$ cat src/rtl/bblock_sig_gen.sv
// Runtime basic-block signature generator for the NP core control-flow monitor.
// Retired instruction words are folded into a rolling XOR/rotate signature. A block
// closes on a branch/jump or when it reaches MAX_BB_LEN instructions. The completed
// {signature, start PC} pair is then held in a valid/ready output register.
module bblock_sig_gen #(
  parameter int unsigned PC_W       = 32,
  parameter int unsigned SIG_W      = 32,
  parameter int unsigned MAX_BB_LEN = 64
) (
  input  logic             core_sp_clk,
  input  logic             reset,
  input  logic             pkt_start,
  input  logic             instr_valid,
  input  logic [PC_W-1:0]  instr_pc,
  input  logic [SIG_W-1:0] instr_word,
  input  logic             instr_is_cf,
  input  logic             sig_ready,
  output logic             sig_valid,
  output logic [SIG_W-1:0] jump_bblock,
  output logic [PC_W-1:0]  bblock_addr,
  output logic             stall,
  output logic             bb_overflow,
  output logic             protocol_err
);

  localparam int unsigned LenW = $clog2(MAX_BB_LEN + 1);
  localparam logic [LenW-1:0] MaxLen = LenW'(MAX_BB_LEN);

  typedef enum logic [0:0] {
    StIdle,
    StAccum
  } state_e;

  // Fixed 5-bit left rotate used by the signature fold.
  function automatic logic [SIG_W-1:0] rotl5(input logic [SIG_W-1:0] x);
    return {x[SIG_W-6:0], x[SIG_W-1:SIG_W-5]};
  endfunction

  state_e           state_q, state_d;
  logic [SIG_W-1:0] sig_q, sig_d;
  logic [LenW-1:0]  len_q, len_d;
  logic [PC_W-1:0]  start_pc_q, start_pc_d;

  logic             out_valid_q, out_valid_d;
  logic [SIG_W-1:0] out_sig_q, out_sig_d;
  logic [PC_W-1:0]  out_addr_q, out_addr_d;
  logic             overflow_q, overflow_d;
  logic             perr_q, perr_d;

  logic [SIG_W-1:0] pc_ext;
  logic             accept;
  logic             fresh_block;
  logic [SIG_W-1:0] fold_sig;
  logic [LenW-1:0]  fold_len;
  logic [PC_W-1:0]  fold_start;
  logic             force_close;
  logic             close_blk;

  // The start PC seeds the signature, sized to the signature width.
  if (PC_W >= SIG_W) begin : g_pc_trunc
    assign pc_ext = instr_pc[SIG_W-1:0];
  end else begin : g_pc_zext
    assign pc_ext = {{(SIG_W - PC_W){1'b0}}, instr_pc};
  end

  // Core is held off while a completed block waits for the downstream.
  assign stall  = out_valid_q & ~sig_ready;
  assign accept = instr_valid & ~stall;

  // Fold the incoming instruction into the running (or a freshly started) block.
  always_comb begin
    fold_sig    = '0;
    fold_len    = '0;
    fold_start  = '0;
    // pkt_start discards the partial block, so a same-edge instruction opens a new one.
    fresh_block = pkt_start | (state_q == StIdle);
    if (fresh_block) begin
      fold_sig   = rotl5(pc_ext) ^ instr_word;
      fold_len   = LenW'(1);
      fold_start = instr_pc;
    end else begin
      fold_sig   = rotl5(sig_q) ^ instr_word;
      fold_len   = len_q + LenW'(1);
      fold_start = start_pc_q;
    end
    force_close = (fold_len == MaxLen);
    close_blk   = accept & (instr_is_cf | force_close);
  end

  // Next-state for the block FSM, output register and sticky flags.
  always_comb begin
    state_d     = state_q;
    sig_d       = sig_q;
    len_d       = len_q;
    start_pc_d  = start_pc_q;
    out_valid_d = out_valid_q;
    out_sig_d   = out_sig_q;
    out_addr_d  = out_addr_q;
    overflow_d  = overflow_q;
    perr_d      = perr_q;

    if (pkt_start) begin
      state_d    = StIdle;
      sig_d      = '0;
      len_d      = '0;
      overflow_d = 1'b0;
      perr_d     = 1'b0;
    end

    // A stalled instruction is dropped; only the violation is recorded.
    if (instr_valid && stall) begin
      perr_d = 1'b1;
    end

    // Downstream took the pending block; a same-edge close below reloads it.
    if (out_valid_q && sig_ready) begin
      out_valid_d = 1'b0;
    end

    if (accept) begin
      unique case (state_q)
        StIdle, StAccum: begin
          if (close_blk) begin
            state_d     = StIdle;
            sig_d       = '0;
            len_d       = '0;
            out_valid_d = 1'b1;
            out_sig_d   = fold_sig;
            out_addr_d  = fold_start;
            if (!instr_is_cf) begin
              overflow_d = 1'b1;
            end
          end else begin
            state_d    = StAccum;
            sig_d      = fold_sig;
            len_d      = fold_len;
            start_pc_d = fold_start;
          end
        end
        default: begin
          state_d = StIdle;
        end
      endcase
    end
  end

  // Block accumulation state.
  always_ff @(posedge core_sp_clk or negedge reset) begin
    if (!reset) begin
      state_q    <= StIdle;
      sig_q      <= '0;
      len_q      <= '0;
      start_pc_q <= '0;
    end else begin
      state_q    <= state_d;
      sig_q      <= sig_d;
      len_q      <= len_d;
      start_pc_q <= start_pc_d;
    end
  end

  // Output register and sticky status flags.
  always_ff @(posedge core_sp_clk or negedge reset) begin
    if (!reset) begin
      out_valid_q <= 1'b0;
      out_sig_q   <= '0;
      out_addr_q  <= '0;
      overflow_q  <= 1'b0;
      perr_q      <= 1'b0;
    end else begin
      out_valid_q <= out_valid_d;
      out_sig_q   <= out_sig_d;
      out_addr_q  <= out_addr_d;
      overflow_q  <= overflow_d;
      perr_q      <= perr_d;
    end
  end

  assign sig_valid    = out_valid_q;
  assign jump_bblock  = out_sig_q;
  assign bblock_addr  = out_addr_q;
  assign bb_overflow  = overflow_q;
  assign protocol_err = perr_q;

endmodule
$ cat config.mk
export PLATFORM = sky130hd
export DESIGN_NAME = bblock_sig_gen
export DESIGN_NICKNAME = d
export VERILOG_FILES = /design/src/rtl/bblock_sig_gen.sv
export SDC_FILE = /design/constraint.sdc
export NUM_CORES = 1
export LEC_CHECK = 0
export ABC_AREA = 1
export BUFFER_PORTS_ARGS = -buffer_cell sky130_fd_sc_hd__buf_2
export CAP_MARGIN = 30
export CORE_ASPECT_RATIO = 1.4
export CORE_UTILIZATION = 53
export DETAILED_ROUTE_END_ITERATION = 16
export PLACE_DENSITY = 0.79
export SLEW_MARGIN = 20
export SYNTH_ARGS = -nofsm -noshare
export SYNTH_HDL_FRONTEND = slang
export SYNTH_SLANG_ARGS = --single-unit
export TNS_END_PERCENT = 5
$ cat constraint.sdc
create_clock -name core_sp_clk -period 6 [get_ports core_sp_clk]
set_input_delay 0.6 -clock core_sp_clk [delete_from_list [all_inputs] [get_ports core_sp_clk]]
set_output_delay 0.6 -clock core_sp_clk [all_outputs]
set_load 0.005 [all_outputs]
==> results by group, run 1 <==
Run status
  • Run status: finished, final reports clean

Setup path
  • Worst EP arrival: 3.95 ns
  • WS Path Type: reg -> reg
  • Worst reg2reg path depth: 11
  • Reg2reg end: start_pc_q[31]
  • Crit-path cells: inv_2 -> nor2_4 -> buf_4 -> nand2_1 -> nor2_2 -> nand3_2 -> buf_4 -> nand3_1 -> buf_4 -> nand2_1 -> nand2_1
  • Bufs and invs on worst path: 4
  • CP top delay family: simple AND/OR/NAND/NOR gates
  • CP max stage cell: nor2_4
  • CP max FO: 54
  • Crit. End Element: flip-flop
  • Worst Setup Start Kind: flip-flop
  • CP max stage delay: 0.56 ns
  • Worst R2R Setup Slack: 2.40 ns
  • Reg2reg start: state_q
  • Data required, critical path: 6.35 ns

STA
  • Slew margin rel.: 0.354
  • Slew @ Worst Pin: 0.967 ns
  • Setup violators final: 0
  • Tcrit/Tclk final: 0.600
  • Clk_skew: 0.00998 ns
  • Fin crit period: 3.60 ns
  • Final Hold Fails: 0
  • Fmax: 278 MHz
  • Setup TNS: 0 ns
  • Max Slew Vio Count: 0
  • RSZ-0062 raised after global routing: no

Placement
  • Detail Placement HPWL: 10900 µm
  • I/O Buffers: 137
  • Routability cong.: 0.873

GRT
  • Grt total ovfl: 0
  • Vias in the first global route: 6092
  • Largest net degree at the start of global routing: 75
  • First-pass GRT wire length: 29400 µm
  • Initial antenna violation count: 0
  • GRT Resource Usage Total: 0.280

Die
  • Initial core utilization: 0.544
  • I/O pin total: 138
  • Core Area: 12400 µm²
  • Die ar.: 13200 µm²
  • Die span in x: 97.2 µm
  • Row Count: 48
  • Die height: 135 µm

Drt
  • Detail Route Antenna Nets: 0
  • DRT iter0 DRCs: 448
  • # DRC: 0
  • Mean number of vias per cell: 5.53
  • WL final: 17700 µm
  • First drt pass iteration count: 5
  • Routed vias: 6187
  • Drt wl/cell: 15.8 µm

Yosys
  • Cell Area, Synth: 6730 µm²
  • Cell count after synthesis: 852
  • Net count after synthesis: 923
  • Warnings, synthesis: 0
  • Syn Area/Cell: 7.90 µm²
  • Post-synth cell types: 26
  • Yosys reg bits: 139
  • Share of the synthesized area in the top cell type: 0.517
  • Sequential area share after synthesis: 0.517
  • Yosys top cell by area: dfrtp_1
  • Synth area leaders: dfrtp_1, nand2_1, nand4_1

Clock tree
  • H-tree lvl count: 4
  • CTS tree: built
  • Cts hold-fix bufs: 0
  • CTS sink count: 139
  • Reg clk slew, reported paths: 0.06 ns
  • Total CTS buffers: 17
  • Setup repair bufs after CTS: 0
  • Deepest clock path buffer count: 2
  • Clk Latency, worst-skew pair: 0.42 ns
  • Clk root buf: clkbuf_16
  • CTS resizes: 0

Power
  • Leakage: 4.55 nW
  • Overall power: 2.68 mW
  • P per Cell Area: 335 nW/µm²
  • Peak VDD IR: 208 µV

Cells and area
  • Layout fillers: 1078
  • # nets final: 1027
  • Area Growth Syn to Fin: 18.9%
  • Share of cells above drive strength 1: 0.196
  • N_diodes: 0
  • Area of the multi-input gates: 2890 µm²
  • Register area: 3480 µm²

Worst hold path
  • Worst Hold Class: in -> async

Run
  • Max-cap viol count: 0
[synthesized netlist by cell type (all sizes together)]
cell,instances
nand2,432
xnor2,3
inv,17
nor2,8
a21oi,1
dfrtp,139
or2,4
ha,1
o21a,3
o21ai,5
a22o,1
nand4,73
xor2,29
clkbuf,29
buf,32
nand3,75
[state kept, by name, summed over array words and instances, names as in the netlist]
signal / flops
state_q: 1
start_pc_q: 32
sig_valid: 1
bblock_addr: 32
protocol_err: 1
len_q: 7
sig_q: 32
jump_bblock: 32
bb_overflow: 1
[final cells by class]
cell class	instances	share of cell area
flip-flops and latches	139	0.435
clock inverters	13	0.0208
repair buffers	146	0.0965
inverters	17	0.00829
well taps	150	0.0234
multi-input cells	635	0.361
clock buffers	19	0.0553
[routing by layer]
metal,track usage,vias up,routed length (µm)
met4,0.129,0,622
met1,0.360,2941,7110
li1,-,2960,-
met2,0.460,237,9030
met5,0,-,0
met3,0.0537,49,958
[report_power, final]
| part | switching [mW] | internal (mW) | total [mW] |
|---|---|---|---|
| sequential | 0.0790 | 1.08 | 1.16 |
| combinational | 0.268 | 0.169 | 0.437 |
| clock | 0.422 | 0.668 | 1.09 |
| total | 0.769 | 1.92 | 2.68 |
[layout by cell type (no fill, tap or decap), types with 4 or more instances in the layout]
cell type / n
inv_1: 13
clkbuf_16: 17
buf_4: 8
nand4_1: 73
o21ai_1: 4
buf_2: 136
nand3_1: 74
dfrtp_1: 139
nand2_1: 430
xor2_1: 29
nor2_1: 5
[per-stage QoR]
step                setup WS [ns]  std cells  area [µm²]  utilization  hold slack [ns]
CTS                          2.44       1118        7980        0.645            0.201
detailed placement           2.12       1086        7370        0.596            0.453
global route                 2.10       1119        8000        0.647            0.238
floorplan                    4.11        852        6730            -            0.304
global placement             2.23       1086        7370        0.596            0.448
finish                       2.40       1119        8000        0.647            0.177
[worst max path at each step]
stage                     startpoint               to  slack [ns]  cells past startpoint
final                        state_q   start_pc_q[31]        2.40                     11
after global routing         state_q   start_pc_q[31]        2.10                     11
after CTS                    state_q   start_pc_q[31]        2.44                     11
after detailed placement   pkt_start    start_pc_q[9]        2.12                     11
after global placement     pkt_start   start_pc_q[23]        2.23                     11
after floorplan             len_q[0]  bblock_addr[11]        4.11                     12
[cell families after synthesis]
family	after synthesis	share of synthesized area
AND/OR/NAND/NOR	592	0.375
XOR/XNOR	32	0.0417
AO/OA/AOI/OAI	10	0.00911
adder cells (fa/ha/maj)	1	0.00186
buffers and inverters	78	0.0550
flip-flops	139	0.517
No activity file was read; power rests on OpenSTA's default activity.
==> run 2, diff against run 1 <==
--- a/config.mk
+++ b/config.mk
@@ -9,9 +9,9 @@
 export BUFFER_PORTS_ARGS = -buffer_cell sky130_fd_sc_hd__buf_2
 export CAP_MARGIN = 30
 export CORE_ASPECT_RATIO = 1.4
-export CORE_UTILIZATION = 53
+export CORE_UTILIZATION = 50
 export DETAILED_ROUTE_END_ITERATION = 16
-export PLACE_DENSITY = 0.79
+export PLACE_DENSITY = 0.78
 export SLEW_MARGIN = 20
 export SYNTH_ARGS = -nofsm -noshare
 export SYNTH_HDL_FRONTEND = slang
==> constraint.sdc (replaced) <==
create_clock -name core_sp_clk -period 3.1 [get_ports core_sp_clk]
set_input_delay 0.31 -clock core_sp_clk [delete_from_list [all_inputs] [get_ports core_sp_clk]]
set_output_delay 0.31 -clock core_sp_clk [all_outputs]
set_load 0.005 [all_outputs]
==> run 2 against run 1 <==
Routed wire length decreased by 1.2%; global-route usage decreased by 1.3 points; via count decreased by 0.40%; worst hold slack got worse by 0.092 ns; total power increased by 98%; combinational power increased by 94%; count of clock-buffer cells in the layout increased by 3; critical endpoint is now start_pc_q[27]; highest routed layer unchanged.
==> results by group, run 2 (synthesized netlist as in run 1, its figures left out) <==
Power
  • NetSw: 1.44 mW (was 0.769 mW)
  • Combinational Power Share: 0.159 (was 0.163)
  • Internal Pwr Total: 3.88 mW (was 1.92 mW)
  • Sw Ratio: 0.270 (was 0.286)
  • Leakage: 4.61 nW (was 4.55 nW)
  • Register share of total power: 0.422 (was 0.432)
  • Peak VDD IR: 369 µV (was 208 µV)
  • Overall power: 5.31 mW (was 2.68 mW)
  • P per Cell Area: 652 nW/µm² (was 335 nW/µm²)
  • Clock power share: 0.418 (was 0.406)

Setup path
  • Reg2reg start: len_q[0] (was state_q)
  • Crit path top cell by count: nand2_1
  • Bufs and invs on worst path: 2 (was 4)
  • Worst Setup Start Kind: flip-flop (unchanged)
  • Crit-path cells: ha_1 -> nand2_1 -> nor2_1 -> nand3_1 -> nand2_1 -> nor2_2 -> nand3_2 -> buf_4 -> nand3_1 -> buf_4 -> nand2_1 -> nand2_1 (was inv_2 -> nor2_4 -> buf_4 -> nand2_1 -> nor2_2 -> nand3_2 -> buf_4 -> nand3_1 -> buf_4 -> nand2_1 -> nand2_1)
  • Origin of the worst setup path: len_q[0] (was state_q)
  • CP max stage delay: 0.48 ns (was 0.56 ns)
  • CP max FO: 28 (was 54)
  • Worst R2R Setup Slack: 0.48 ns (was 2.40 ns)
  • Worst EP arrival: 2.93 ns (was 3.95 ns)
  • CP top delay family: simple AND/OR/NAND/NOR gates (unchanged)
  • Crit. path cell count: 12 (was 11)
  • Crit. End Element: flip-flop (unchanged)
  • Data required, critical path: 3.40 ns (was 6.35 ns)
  • WS Path Type: reg -> reg (unchanged)
  • Worst reg2reg path depth: 12 (was 11)
  • CP max stage cell: nand3_1 (was nor2_4)

Placement
  • I/O Buffers: 137 (unchanged)
  • Placed Instance Area: 7480 µm² (was 7370 µm²)
  • Detail Placement HPWL: 11300 µm (was 10900 µm)
  • Routability cong.: 0.811 (was 0.873)
  • Pre-CTS setup slack: 0.447 ns (was 2.12 ns)
  • Placed cells: 1123 (was 1086)

Worst hold path
  • Worst hold start: sig_ready
  • Hold Path Stages: 2
  • Worst Hold Class: in -> reg (was in -> async)

STA
  • Setup slack after layout: 0.475 ns (was 2.40 ns)
  • Slew @ Worst Pin: 0.724 ns (was 0.967 ns)
  • Max Slew Vio Count: 0 (unchanged)
  • Fmax: 381 MHz (was 278 MHz)
  • Tcrit/Tclk final: 0.847 (was 0.600)
  • Setup TNS: 0 ns (unchanged)
  • Slew margin rel.: 0.517 (was 0.354)
  • Hold Slack: 0.0858 ns (was 0.177 ns)
  • RSZ-0062 raised after global routing: no (unchanged)
  • Clk_skew: 0.00898 ns (was 0.00998 ns)
  • Fin crit period: 2.62 ns (was 3.60 ns)
  • Final Hold Fails: 0 (unchanged)
  • Setup violators final: 0 (unchanged)

Cells and area
  • Share of cells above drive strength 1: 0.203 (was 0.196)
  • Most common cell after layout, fill and taps aside: nand2_1 (unchanged)
  • N_diodes: 0 (unchanged)
  • Cell Count, Final, Fillers Out: 1156 (was 1119)
  • # nets final: 1036 (was 1027)
  • Final instance area: 8140 µm² (was 8000 µm²)
  • Most frequent cells in the layout: nand2_1, dfrtp_1, buf_2 (unchanged)
  • Area Growth Syn to Fin: 21.0% (was 18.9%)
  • Final core occ: 0.626 (was 0.647)
  • Layout fillers: 1170 (was 1078)

Die
  • Row Count: 49 (was 48)
  • Core Area: 13000 µm² (was 12400 µm²)
  • Initial core utilization: 0.518 (was 0.544)
  • Die height: 139 µm (was 135 µm)
  • I/O pin total: 138 (unchanged)
  • Die span in x: 100 µm (was 97.2 µm)
  • Die ar.: 13900 µm² (was 13200 µm²)

GRT
  • GRT Resource Usage Total: 0.267 (was 0.280)
  • Vias in the first global route: 6095 (was 6092)
  • Grt total ovfl: 0 (unchanged)
  • Largest net degree at the start of global routing: 78 (was 75)
  • First-pass GRT wire length: 29500 µm (was 29400 µm)
  • Initial antenna violation count: 0 (unchanged)

Clock tree
  • Clk Latency, worst-skew pair: 0.42 ns (about the same)
  • CTS sink count: 139 (unchanged)
  • CTS tree: built (unchanged)
  • Cts hold-fix bufs: 1 (was 0)
  • Reg clk slew, reported paths: 0.06 ns (about the same)
  • CTS resizes: 0 (unchanged)
  • H-tree lvl count: 4 (unchanged)
  • Clk root buf: clkbuf_16 (unchanged)
  • Deepest clock path buffer count: 2 (unchanged)
  • Total CTS buffers: 17 (unchanged)
  • Setup repair bufs after CTS: 0 (unchanged)

Drt
  • Routed vias: 6162 (was 6187)
  • Drt wl/cell: 15.1 µm (was 15.8 µm)
  • WL final: 17500 µm (was 17700 µm)
  • # DRC: 0 (unchanged)
  • Detail Route Antenna Nets: 0 (unchanged)
  • DRT iter0 DRCs: 474 (was 448)
  • Mean number of vias per cell: 5.33 (was 5.53)
  • First drt pass iteration count: 5 (unchanged)

Run status
  • Run status: finished, final reports clean (unchanged)

Run
  • Max-cap viol count: 0 (unchanged)
## run 2: cell types whose count changed in the layout (fill, tap and decap cells not counted), sizes merged
| cell | delta |
|---|---|
| clkbuf | +3 |
| clkinv | -2 |
| dlygate4sd3 | +1 |
| inv | -2 |
| buf | +8 |
| bufinv | +1 |
## run 2: layer usage
layer / track usage / routed length (µm) / vias up
met5: 0 / 0 / -
met4: 0.0824 / 320 / 0
met3: 0.0517 / 844 / 28
met2: 0.441 / 8940 / 200
met1: 0.354 / 7400 / 2950
li1: - / - / 2984
## run 2: worst paths after layout
path,to
hold / removal,sig_valid
hold reg to reg,bblock_addr[27]
min in group asynchronous,bblock_addr[23]
setup reg to reg,start_pc_q[27]
max in group asynchronous,start_pc_q[30]
setup / recovery,start_pc_q[27]
## run 2: area by class of cell
class,instances,area (µm²),area share
clock inverters,10,161,0.0198
multi-input cells,635,2890,0.355
flip-flops and latches,139,3480,0.427
clock buffers,22,494,0.0607
inverters,17,66.3,0.00814
well taps,178,223,0.0274
repair buffers,155,830,0.102
## run 2: power groups by stage
stage          Combinational, mW  Sequential [mW]  Clock [mW]
6_report                   0.847             2.24        2.22
3_3_place_gp               0.831             2.26           0
2_1_floorplan              0.470             2.26           0
4_1_cts                    0.858             2.24        2.25
3_5_place_dp               0.851             2.26           0
5_1_grt                    0.970             2.27        2.32
==> run 3, diff against run 2 <==
==> constraint.sdc (replaced) <==
create_clock -name core_sp_clk -period 2.2 [get_ports core_sp_clk]
set_input_delay 0.22 -clock core_sp_clk [delete_from_list [all_inputs] [get_ports core_sp_clk]]
set_output_delay 0.22 -clock core_sp_clk [all_outputs]
set_load 0.005 [all_outputs]
==> run 3 against run 2 <==
Flip-flop and latch count unchanged; via count increased by 1.4%; largest power group is now the clock network; global-route usage decreased by 0.070 points; critical path depth decreased by 1; highest routed layer unchanged; die area unchanged; combinational power increased by 48%; maximum frequency increased by 24%; final cell count increased by 1.0%; utilization increased by 2.0 points.
==> results by group, run 3 (synthesized netlist as in run 1, its figures left out) <==
Drt
  • Routed vias: 6251 (was 6162)
  • # DRC: 0 (unchanged)
  • Drt wl/cell: 16.0 µm (was 15.1 µm)
  • Detail Route Antenna Nets: 0 (unchanged)
  • First drt pass iteration count: 5 (unchanged)
  • Mean number of vias per cell: 5.35 (was 5.33)
  • WL final: 18700 µm (was 17500 µm)
  • DRT iter0 DRCs: 597 (was 474)

GRT
  • Largest net degree at the start of global routing: 73 (was 78)
  • GRT Resource Usage Total: 0.266 (was 0.267)
  • Vias in the first global route: 6075 (was 6095)
  • First-pass GRT wire length: 29200 µm (was 29500 µm)
  • GRT busiest layer: met2 (unchanged)
  • M1 GR Usage: 0.338 (was 0.354)
  • Met2 Usage GRT: 0.450 (was 0.441)
  • Grt total ovfl: 0 (unchanged)
  • Initial antenna violation count: 0 (unchanged)
  • Met3 Usage GRT: 0.0457 (was 0.0517)

Setup path
  • Crit. End Element: flip-flop (unchanged)
  • CP max FO: 18 (was 28)
  • WS Path Type: reg -> reg (unchanged)
  • Worst EP arrival: 2.45 ns (was 2.93 ns)
  • Data required, critical path: 2.54 ns (was 3.40 ns)
  • Worst Setup Start Kind: flip-flop (unchanged)

STA
  • Max Slew Vio Count: 0 (unchanged)
  • Fin crit period: 2.11 ns (was 2.62 ns)
  • Setup TNS: 0 ns (unchanged)
  • Fmax: 474 MHz (was 381 MHz)
  • Final Hold Fails: 0 (unchanged)
  • Slew margin rel.: 0.605 (was 0.517)
  • Clk_skew: 0.00742 ns (was 0.00898 ns)
  • Setup violators final: 0 (unchanged)
  • Slew @ Worst Pin: 0.593 ns (was 0.724 ns)
  • Tcrit/Tclk final: 0.959 (was 0.847)
  • Hold Slack: 0.0324 ns (was 0.0858 ns)

Die
  • Initial core utilization: 0.518 (unchanged)
  • Die span in x: 100 µm (unchanged)
  • Row Count: 49 (unchanged)
  • I/O pin total: 138 (unchanged)
  • Core Area: 13000 µm² (unchanged)
  • Die ar.: 13900 µm² (unchanged)
  • Die height: 139 µm (unchanged)

Clock tree
  • Deepest clock path buffer count: 2 (unchanged)
  • CTS sink count: 139 (unchanged)
  • Total CTS buffers: 17 (unchanged)
  • Reg clk slew, reported paths: 0.06 ns (about the same)
  • Clk Latency, worst-skew pair: 0.42 ns (about the same)
  • CTS tree: built (unchanged)
  • Clk root buf: clkbuf_16 (unchanged)
  • H-tree lvl count: 4 (unchanged)

Run
  • Max-cap viol count: 0 (unchanged)

Power
  • P per Cell Area: 902 nW/µm² (was 652 nW/µm²)
  • Peak VDD IR: 527 µV (was 369 µV)
  • Leakage: 4.74 nW (was 4.61 nW)

Cells and area
  • Most frequent cells in the layout: nand2_1, dfrtp_1, buf_2 (unchanged)
  • Layout fillers: 1135 (was 1170)
  • Share of cells above drive strength 1: 0.213 (was 0.203)
  • # nets final: 1049 (was 1036)
  • Area Growth Syn to Fin: 24.9% (was 21.0%)
  • N_diodes: 0 (unchanged)
  • Most common cell after layout, fill and taps aside: nand2_1 (unchanged)

Placement
  • I/O Buffers: 137 (unchanged)
  • Routability cong.: 0.856 (was 0.811)
  • Detail Placement HPWL: 11800 µm (was 11300 µm)

Worst hold path
  • Worst Hold Class: in -> reg (unchanged)

Run status
  • Run status: finished, final reports clean (unchanged)
[run 3: report_power, final]
group          total, mW  switching, mW  internal, mW
clock network       3.17           1.08          2.09
logic               1.25          0.739         0.506
registers           3.16          0.213          2.95
[run 3: path summary, 6_finish.rpt]
check	slack, ns	cells after the start	startpoint	to
hold / removal	0.03	2	instr_valid	protocol_err
hold reg to reg	0.46	2	bblock_addr[27]	bblock_addr[27]
setup reg to reg	0.09	11	len_q[1]	start_pc_q[24]
min in group asynchronous	0.34	2	reset	bblock_addr[23]
setup / recovery	0.09	11	len_q[1]	start_pc_q[24]
max in group asynchronous	1.26	3	reset	start_pc_q[10]
[run 3: metrics by stage]
stage / power, mW / cell area, µm² / utilization / setup WS [ns] / instances
after detailed placement: 4.42 / 7600 / 0.585 / 0.0873 / 1131
after CTS: 7.60 / 8280 / 0.637 / 0.0315 / 1164
after global routing: 7.92 / 8400 / 0.646 / -0.0168 / 1168
after global placement: 4.39 / 7600 / 0.585 / 0.148 / 1131
final: 7.58 / 8400 / 0.646 / 0.0899 / 1168
after floorplan: 3.85 / 6730 / - / 0.313 / 852
[run 3: what timing repair did]
action,4_1_cts,5_1_grt
setup buffers,0,1
setup endpoints to repair,0,43
hold endpoints to repair,49,0
hold buffers,2,0
resized for setup,0,9
[run 3: cell type report]
type	count	area, µm²	share of cell area
well taps	178	223	0.0265
flip-flops and latches	139	3480	0.414
multi-input cells	635	2910	0.346
repair buffers	168	1070	0.127
inverters	17	66.3	0.00789
clock inverters	11	191	0.0228
clock buffers	20	467	0.0555
[run 3: critical path: stages (launching register included)]
cell	delay, ns
dfrtp_1	0.41
ha_1	0.22
or2_1	0.21
nand3_1	0.10
nand2_1	0.07
nor2_1	0.20
nand3_4	0.16
buf_12	0.20
nand3_2	0.15
buf_12	0.17
nand2_1	0.07
nand2_1	0.08
[run 3: routing by layer]
| layer | vias up | part of all wire |
|---|---|---|
| met3 | 43 | 0.056 |
| met2 | 265 | 0.51 |
| li1 | 3006 | - |
| met4 | 0 | 0.026 |
| met1 | 2937 | 0.41 |
| met5 | - | 0 |
